[config.mk]
export PLATFORM = sky130hd
export DESIGN_NAME = bin_to_bcd_seq
export DESIGN_NICKNAME = d
export VERILOG_FILES = /design/src/rtl/bin_to_bcd_pkg.sv /design/src/rtl/bin_to_bcd_seq_bcd_digit_adj.sv /design/src/rtl/bin_to_bcd_seq.sv
export SDC_FILE = /design/constraint.sdc
export NUM_CORES = 1
export LEC_CHECK = 0
export CORE_UTILIZATION = 50
export CTS_CLUSTER_DIAMETER = 80
export DETAILED_ROUTE_END_ITERATION = 10
export DONT_BUFFER_PORTS = 1
export HOLD_SLACK_MARGIN = 0.12
export PLACE_DENSITY_LB_ADDON = 0.1
export SETUP_SLACK_MARGIN = 0.05
export SYNTH_ARGS = -nofsm -noshare
export SYNTH_HDL_FRONTEND = slang
export SYNTH_HIERARCHICAL = 1
export SYNTH_SLANG_ARGS = --single-unit
[constraint.sdc]
create_clock -name clock -period 1.9 [get_ports clock]
set_input_delay 0 -clock clock [delete_from_list [all_inputs] [get_ports clock]]
set_output_delay 0 -clock clock [all_outputs]
set_load 0.005 [all_outputs]
[src/rtl/bin_to_bcd_pkg.sv]
// Shared types and constants for the sequential binary-to-BCD converter.
package bin_to_bcd_pkg;

  // Controller states: waiting for a request, or shifting one bit per clock.
  typedef enum logic {
    IDLE  = 1'b0,
    SHIFT = 1'b1
  } state_t;

  localparam logic [3:0] ADD3_THRESH = 4'd5;  // digits at or above this get corrected
  localparam logic [3:0] ADD3_VAL    = 4'd3;  // correction added before each shift
  localparam logic [3:0] BLANK_CODE  = 4'hF;  // non-decimal code, decoders show it dark
  localparam logic [3:0] SAT_DIGIT   = 4'd9;  // digit value used for a saturated result

endpackage

[src/rtl/bin_to_bcd_seq_bcd_digit_adj.sv]
// Single-digit double-dabble correction: a digit of 5 or more gets 3 added so
// that the following left shift carries correctly into the next decimal digit.
import bin_to_bcd_pkg::*;

module bcd_digit_adj (
  input  logic [3:0] i_digit,
  output logic [3:0] o_digit
);

  // Conditional add-3, 4-bit wrap is never reached for digits 0..9.
  always_comb begin
    o_digit = i_digit;
    if (i_digit >= ADD3_THRESH) begin
      o_digit = i_digit + ADD3_VAL;
    end
  end

endmodule

[src/rtl/bin_to_bcd_seq.sv]
// Sequential binary-to-BCD converter (shift-and-add-3, one bit per clock)
// with a start/busy/done handshake. Values that do not fit in DIGITS decimal
// digits saturate to all nines and raise overflow.
// Optional build macro LEADING_BLANK_EN: digits above the most significant
// nonzero digit are replaced by the blank code at done (digit 0 and saturated
// results are never blanked).
import bin_to_bcd_pkg::*;

module bin_to_bcd_seq #(
  parameter int BIN_W  = 16,
  parameter int DIGITS = 5
) (
  input  logic                  clock,
  input  logic                  reset,
  input  logic                  start,
  input  logic [BIN_W-1:0]      bin,
  output logic                  busy,
  output logic                  done,
  output logic [4*DIGITS-1:0]   bcd,
  output logic                  overflow
);

  localparam int BCD_W = 4 * DIGITS;
  localparam int TOT_W = BCD_W + BIN_W;
  localparam int CNT_W = $clog2(BIN_W + 1);
  localparam logic [CNT_W-1:0] LAST_CNT = CNT_W'(BIN_W - 1);

  state_t             r_state;
  state_t             w_state_next;
  logic [TOT_W-1:0]   r_shift;
  logic [TOT_W-1:0]   w_shift_next;
  logic [CNT_W-1:0]   r_count;
  logic [CNT_W-1:0]   w_count_next;
  logic               r_ovf;
  logic               w_ovf_next;
  logic               r_done;
  logic               w_done_next;
  logic [BCD_W-1:0]   r_bcd;
  logic [BCD_W-1:0]   w_bcd_next;
  logic               r_overflow;
  logic               w_overflow_next;

  logic [TOT_W-1:0]   w_adj;
  logic [TOT_W-1:0]   w_shifted;
  logic [BCD_W-1:0]   w_digits;
  logic [BCD_W-1:0]   w_result;
  logic               w_out_bit;
  logic               w_ovf_final;
  logic               w_last;
  logic               w_lead;

  // Correct every digit of the BCD field; the binary field passes through.
  generate
    for (genvar gi = 0; gi < DIGITS; gi++) begin : g_adj
      bcd_digit_adj u_adj (
        .i_digit (r_shift[BIN_W + 4*gi +: 4]),
        .o_digit (w_adj[BIN_W + 4*gi +: 4])
      );
    end
  endgenerate

  assign w_adj[BIN_W-1:0] = r_shift[BIN_W-1:0];

  // The bit leaving the top digit is lost precision, so it marks overflow.
  assign w_out_bit   = w_adj[TOT_W-1];
  assign w_shifted   = {w_adj[TOT_W-2:0], 1'b0};
  assign w_digits    = w_shifted[TOT_W-1:BIN_W];
  assign w_ovf_final = r_ovf | w_out_bit;
  assign w_last      = (r_count == LAST_CNT);

  // Final formatting of the digit field: saturation, then optional blanking.
  always_comb begin
    w_result = w_digits;
    w_lead   = 1'b1;
    if (w_ovf_final) begin
      for (int i = 0; i < DIGITS; i++) begin
        w_result[4*i +: 4] = SAT_DIGIT;
      end
    end
`ifdef LEADING_BLANK_EN
    else begin
      for (int i = DIGITS - 1; i > 0; i--) begin
        if (w_lead && (w_digits[4*i +: 4] == 4'd0)) begin
          w_result[4*i +: 4] = BLANK_CODE;
        end else begin
          w_lead = 1'b0;
        end
      end
    end
`endif
  end

  // State register.
  always_ff @(posedge clock) begin
    if (reset) begin
      r_state <= IDLE;
    end else begin
      r_state <= w_state_next;
    end
  end

  // Next-state and datapath-next logic for the conversion sequencer.
  always_comb begin
    w_state_next    = r_state;
    w_shift_next    = r_shift;
    w_count_next    = r_count;
    w_ovf_next      = r_ovf;
    w_done_next     = 1'b0;
    w_bcd_next      = r_bcd;
    w_overflow_next = r_overflow;
    case (r_state)
      IDLE: begin
        if (start) begin
          w_shift_next = {{BCD_W{1'b0}}, bin};
          w_count_next = '0;
          w_ovf_next   = 1'b0;
          w_state_next = SHIFT;
        end
      end
      SHIFT: begin
        w_shift_next = w_shifted;
        w_count_next = r_count + 1'b1;
        w_ovf_next   = w_ovf_final;
        if (w_last) begin
          w_bcd_next      = w_result;
          w_overflow_next = w_ovf_final;
          w_done_next     = 1'b1;
          w_state_next    = IDLE;
        end
      end
      default: begin
        w_state_next = IDLE;
      end
    endcase
  end

  // Datapath and result registers; reset aborts any conversion in flight.
  always_ff @(posedge clock) begin
    if (reset) begin
      r_shift    <= '0;
      r_count    <= '0;
      r_ovf      <= 1'b0;
      r_done     <= 1'b0;
      r_bcd      <= '0;
      r_overflow <= 1'b0;
    end else begin
      r_shift    <= w_shift_next;
      r_count    <= w_count_next;
      r_ovf      <= w_ovf_next;
      r_done     <= w_done_next;
      r_bcd      <= w_bcd_next;
      r_overflow <= w_overflow_next;
    end
  end

  assign busy     = (r_state == SHIFT);
  assign done     = r_done;
  assign bcd      = r_bcd;
  assign overflow = r_overflow;

endmodule

# Word level (Yosys, flattened, before mapping)
# Cells that the tools add are included.
[op_classes] n_shift=0 order_cmp=5 reduce_logical=2 bitwise=2 n_div=0 add_sub_neg=6 muxes=16 n_eq_ne=2 multipliers=0
[op_table] op="$pmux 36 s2" count=1
[op_table] op="$mux 36" count=1
[op_table] op="$add 4x2->4 const B" count=5
[op_table] op="$ge 4x3->1 const B" count=5
[op_table] op="$mux 20" count=1
[op_table] op="$mux 4" count=5
[op_table] op="$pmux 5 s2" count=1
[op_table] op="$add 5x1->5 const B" count=1
[op_table] op="$eq 5x4->1 const B" count=1
[op_table] op="$mux 5" count=1
[op_table] op="$mux 1" count=4
[op_table] op="$pmux 1 s2" count=2
[op_table] op="$ne 2x2->1 const B" count=1
[op_table] op="$reduce_and 2->1" count=1
[op_table] op="$reduce_or 2->1" count=1
[op_table] op="$not 1->1" count=1
[op_table] op="$or 1x1->1" count=1
[word_totals] out_inout_bits=23 ff_bits=65 ram_bits=0 memories=0 rom_bits=0 inputBits=19 elab_cells=40 latch_bits=0

# Longest topological paths before layout
[logic_depth] ltp_word=4 mapped_depth=9

# By module
# Netlist, hierarchy kept.
[by_module_without_submodules] mod="bin_to_bcd_seq" cells_per_inst=234 seq_area_each_um2=1301.2 instances=1 area_per_inst_um2=2514.9
[by_module_without_submodules] mod="bcd_digit_adj" cells_per_inst=16 seq_area_each_um2=0.0 instances=5 area_per_inst_um2=101.3

# Worst setup path before layout
# No wires, ideal clock.
[synth_path] kind="register -> register" from="register r_shift[32]" to="register r_bcd[1], in the netlist bcd[1]" required_time_ps=1772 arrival_ps=1486 setup_time_ps=128 n_path_buf=1 period_less_slack_ps=1614 path_stages_with_launch=10 path_slack_ps=286 path_cell_list="dfxtp_1 -> inv_1 -> ha_1 -> nand2b_1 -> nand2b_1 -> o21ai_1 -> and4bb_1 -> buf_4 -> a22oi_1 -> nor2_1"
[synth_via] elab_chain_cells=4
[synth_rtl] element="from (decl)" line="bin_to_bcd_seq.sv:30" rtl="logic [TOT_W-1:0] r_shift;"
[synth_rtl] element="from (signal assigned)" line="bin_to_bcd_seq.sv:147" rtl="r_shift <= w_shift_next;"
[synth_rtl] element="$add 4x2->4 or $ge 4x3->1 (tied branches)" line="bin_to_bcd_seq_bcd_digit_adj.sv:14, bin_to_bcd_seq_bcd_digit_adj.sv:13"
[synth_rtl] element="$mux 4 *" line="bin_to_bcd_seq_bcd_digit_adj.sv:13" rtl="if (i_digit >= ADD3_THRESH) begin"
[synth_rtl] element="named net w_adj[35]" line="bin_to_bcd_seq.sv:43" rtl="logic [TOT_W-1:0] w_adj;"
[synth_rtl] element="$or 1x1->1 *" line="bin_to_bcd_seq.sv:68" rtl="assign w_ovf_final = r_ovf | w_out_bit;"
[synth_rtl] element="$mux 20 *" line="bin_to_bcd_seq.sv:75" rtl="if (w_ovf_final) begin"
[synth_rtl] element="to (signal assigned)" line="bin_to_bcd_seq.sv:151" rtl="r_bcd <= w_bcd_next;"
[synth_rtl] element="to (decl)" line="bin_to_bcd_seq.sv:38" rtl="logic [BCD_W-1:0] r_bcd;"
# Mark *: on every way through the listed nets, which the timed path passes. The rest lies on a longest branch.
# A chain may end at the register's enable or synchronous reset.

# Worst setup path in the final report
[layout_path] from="register r_shift[33]" to="register r_bcd[0], in the netlist bcd[0]"
# Same word-level chain as after synthesis.

==> results.sh <==
export IMPL_netlist_area_leader_share_pct=43.1
export IMPL_diodes=0
export IMPL_synth_cell_type_count=35
export IMPL_hpwl_um=3760
export IMPL_fp_dieW_um=79.7
export IMPL_grt_pass1_wl_um=10100
export IMPL_period_needed_ps=1700
export IMPL_max_clock_freq_mhz=588
export IMPL_vdd_ir_drop_max_v=0.000377
export IMPL_wire_per_inst_um=14.2
export IMPL_dr_pass1_iters=4
export IMPL_report_final_slew_viol_count=0
export IMPL_finalHoldViolations=0
export IMPL_cp_max_fo=4
export IMPL_synthesis_area_um2=3020
export IMPL_grt_pass1_vias=2216
export IMPL_power_density_nw_per_um2=760
export IMPL_crit_path_end_kind="flip-flop"
export IMPL_crit_start="r_shift[33]$_SDFFE_PP0P_"
export IMPL_antenna_found_initial=0
export IMPL_grtUsageTotal_pct=20.9
export IMPL_grt_max_degree=45
export IMPL_gr_total_overflow=0
export IMPL_ys_warnings_count=6
export IMPL_htree_levels=3
export IMPL_cts_tree="yes"
export IMPL_cts_made_buffers=9
export IMPL_clock_sinks=65
export IMPL_ys_flop_type="dfxtp_1"
export IMPL_busiest_layer="met2"
export IMPL_synth_edf_count=0
export IMPL_synthesis_nets=346
export IMPL_synth_common_cells="dfxtp_1 (65), nor2_1 (53), nand2_1 (24)"
export IMPL_drc=0
export IMPL_yosys_register_bits=65
export IMPL_maxCapViolCount=0
export IMPL_p_leak_nw=1.47
export IMPL_p_comb_share_pct=8.0
export IMPL_status="finished, final reports clean"
export IMPL_grt_met2_usage_pct=35.5
export IMPL_rsz0062_at_grt="false"
export IMPL_synth_compound_area_share_pct=13.1
export IMPL_hp_class="flip-flop to flip-flop"
export IMPL_seq_power_share_pct=52.9
export IMPL_worstMarginPinSlew_ps=673
export IMPL_synthAdderAreaFrac_pct=5.38
export IMPL_routed_wl_um=5950
export IMPL_clock_tree_buffer_depth=2
export IMPL_std_cell_rows=27
export IMPL_critical_path_class="flip-flop to flip-flop"
export IMPL_cts_root_buf="clkbuf_8"
export IMPL_clk_pin_slew_ps=70
export IMPL_viasPerCell=5.27
export IMPL_arrival_ps=1920
export IMPL_synth_cells=314
export IMPL_ys_top_cells_by_area="dfxtp_1 (43%), mux2i_1 (7.3%), nor2_1 (6.6%)"
export IMPL_grt_use_met1_pct=25.5
export IMPL_p_int_mw=2.05
export IMPL_maxSlewHeadroom_pct=55.0
export IMPL_final_nets=373
export IMPL_syn_area_per_cell_um2=9.62
export IMPL_layout_drive_gt1_share_pct=15.3
export IMPL_final_setup_tns_ps=0
export IMPL_drtIter0Drc=92
export IMPL_use_met3_pct=4.00
export IMPL_clock_latency_ps=340
export IMPL_io_pins=42
export IMPL_ant_nets=0
export IMPL_skew_ps=10.9
export IMPL_gp_congestion=0.760
export IMPL_min_from="r_count[4]$_SDFFE_PP0P_"
export IMPL_synth_most_common_cell="dfxtp_1"
export IMPL_die_h_um=79.7
export IMPL_switchingPower_mw=0.609
export IMPL_synth_top_family_by_area="simple AND/OR/NAND/NOR gates"
export IMPL_min_period_over_period_pct=89.5
export IMPL_numPortBuffers=0
export IMPL_crit_required_ps=2120
export IMPL_synth_simple_gate_area_share_pct=17.6
export IMPL_cp_start_kind="flip-flop"
export IMPL_pwr_share_clk_pct=39.1
export IMPL_ys_seq_area_share_pct=43.1
export IMPL_sw_frac_of_total_pct=22.9
export IMPL_async_flop_share_pct=0
export IMPL_core_area_um2=5680
export IMPL_synth_area_leader_cell="dfxtp_1"
export IMPL_dieArea_um2=6360
export IMPL_setup_viol=0
export IMPL_rr_startpoint="r_shift[33]$_SDFFE_PP0P_"
export IMPL_power_mw=2.66
export IMPL_vias=2202
export IMPL_syn2layout_area_growth_pct=15.8
export IMPL_start_util_pct=53.2
export IMPL_synthXorXnorAreaFrac_pct=1.45
export IMPL_synthMuxAreaShare_pct=13.7
[power groups by stage]
stage               sequential [mW]  clock [mW]  combinational, mW
detailed placement             1.44           0              0.136
global route                   1.41        1.12              0.233
global placement               1.44           0              0.134
finish                         1.41        1.04              0.212
CTS                            1.41        1.07              0.209
floorplan                      1.43           0              0.147
[registers in the layout (all words and copies together), names as in the netlist]
signal and cells:
r_shift 36, busy 1, done 1, r_count 5, bcd 20, r_ovf 1, overflow 1
[kinds of logic after synthesis]
logic type / count (synthesis)
buffers and inverters: 30
DFF: 65
AOI/OAI and AO/OA: 54
muxes: 37
adders and majority gates: 13
and+or+nand+nor: 110
xor gates and xnor gates: 5
[stage by stage]
stage          hold slack [ps]  setup WS, ps  cells  instance area, um2  utilization (%)
2_1_floorplan              195           286    314                3020                -
3_3_place_gp              75.8           189    376                3040             53.6
3_5_place_dp              76.9           132    376                3040             53.6
4_1_cts                    412           115    418                3490             61.5
5_1_grt                    487          50.6    418                3500             61.6
6_report                   444           199    418                3500             61.6
[what timing repair did]
item,4_1_cts,5_1_grt
hold buffers,26,0
gates resized for setup,0,4
setup endpoints to repair,0,11
hold endpoints to repair,48,0
setup buffers,0,0
[worst paths after layout]
path                        endpoint  slack (ps)  depth (start not counted)
min          r_count[4]$_SDFFE_PP0P_         440                          2
max              bcd[0]$_SDFFE_PP0P_         200                          9
min reg2reg  r_count[4]$_SDFFE_PP0P_         440                          2
max reg2reg      bcd[0]$_SDFFE_PP0P_         200                          9
[layer usage]
metal	share of wire, %	vias up
met4	1.7	0
met5	0	-
li1	-	1138
met2	47	47
met1	47	1006
met3	3.8	11
[cell type report]
class	instances	area [um2]
sequential	65	1300
clock inverter	3	15.0
inverter	13	48.8
fill	501	2180
multi-input combinational	219	1560
timing repair buffer	33	323
clock buffer	13	159
tap	72	90.1
[layout by cell type, fill, tap and decap left out, drive strengths merged, types with 14 or more instances in the layout]
cell and instances:
mux2i 22, dlygate4sd3 25, o21ai 14, nor2 53, dfxtp 65, mux2 15
nand2 24, a22o 21
[critical path, cell delays in order, from the launching register on]
cell	delay, ps
dfxtp_1	350
inv_1	80
ha_1	180
nand2b_1	170
nand2b_1	100
o21ai_2	70
nand4bb_1	220
buf_4	180
nor2_1	160
nor3_1	70
Note: power is estimated with default switching activity, not from simulation.
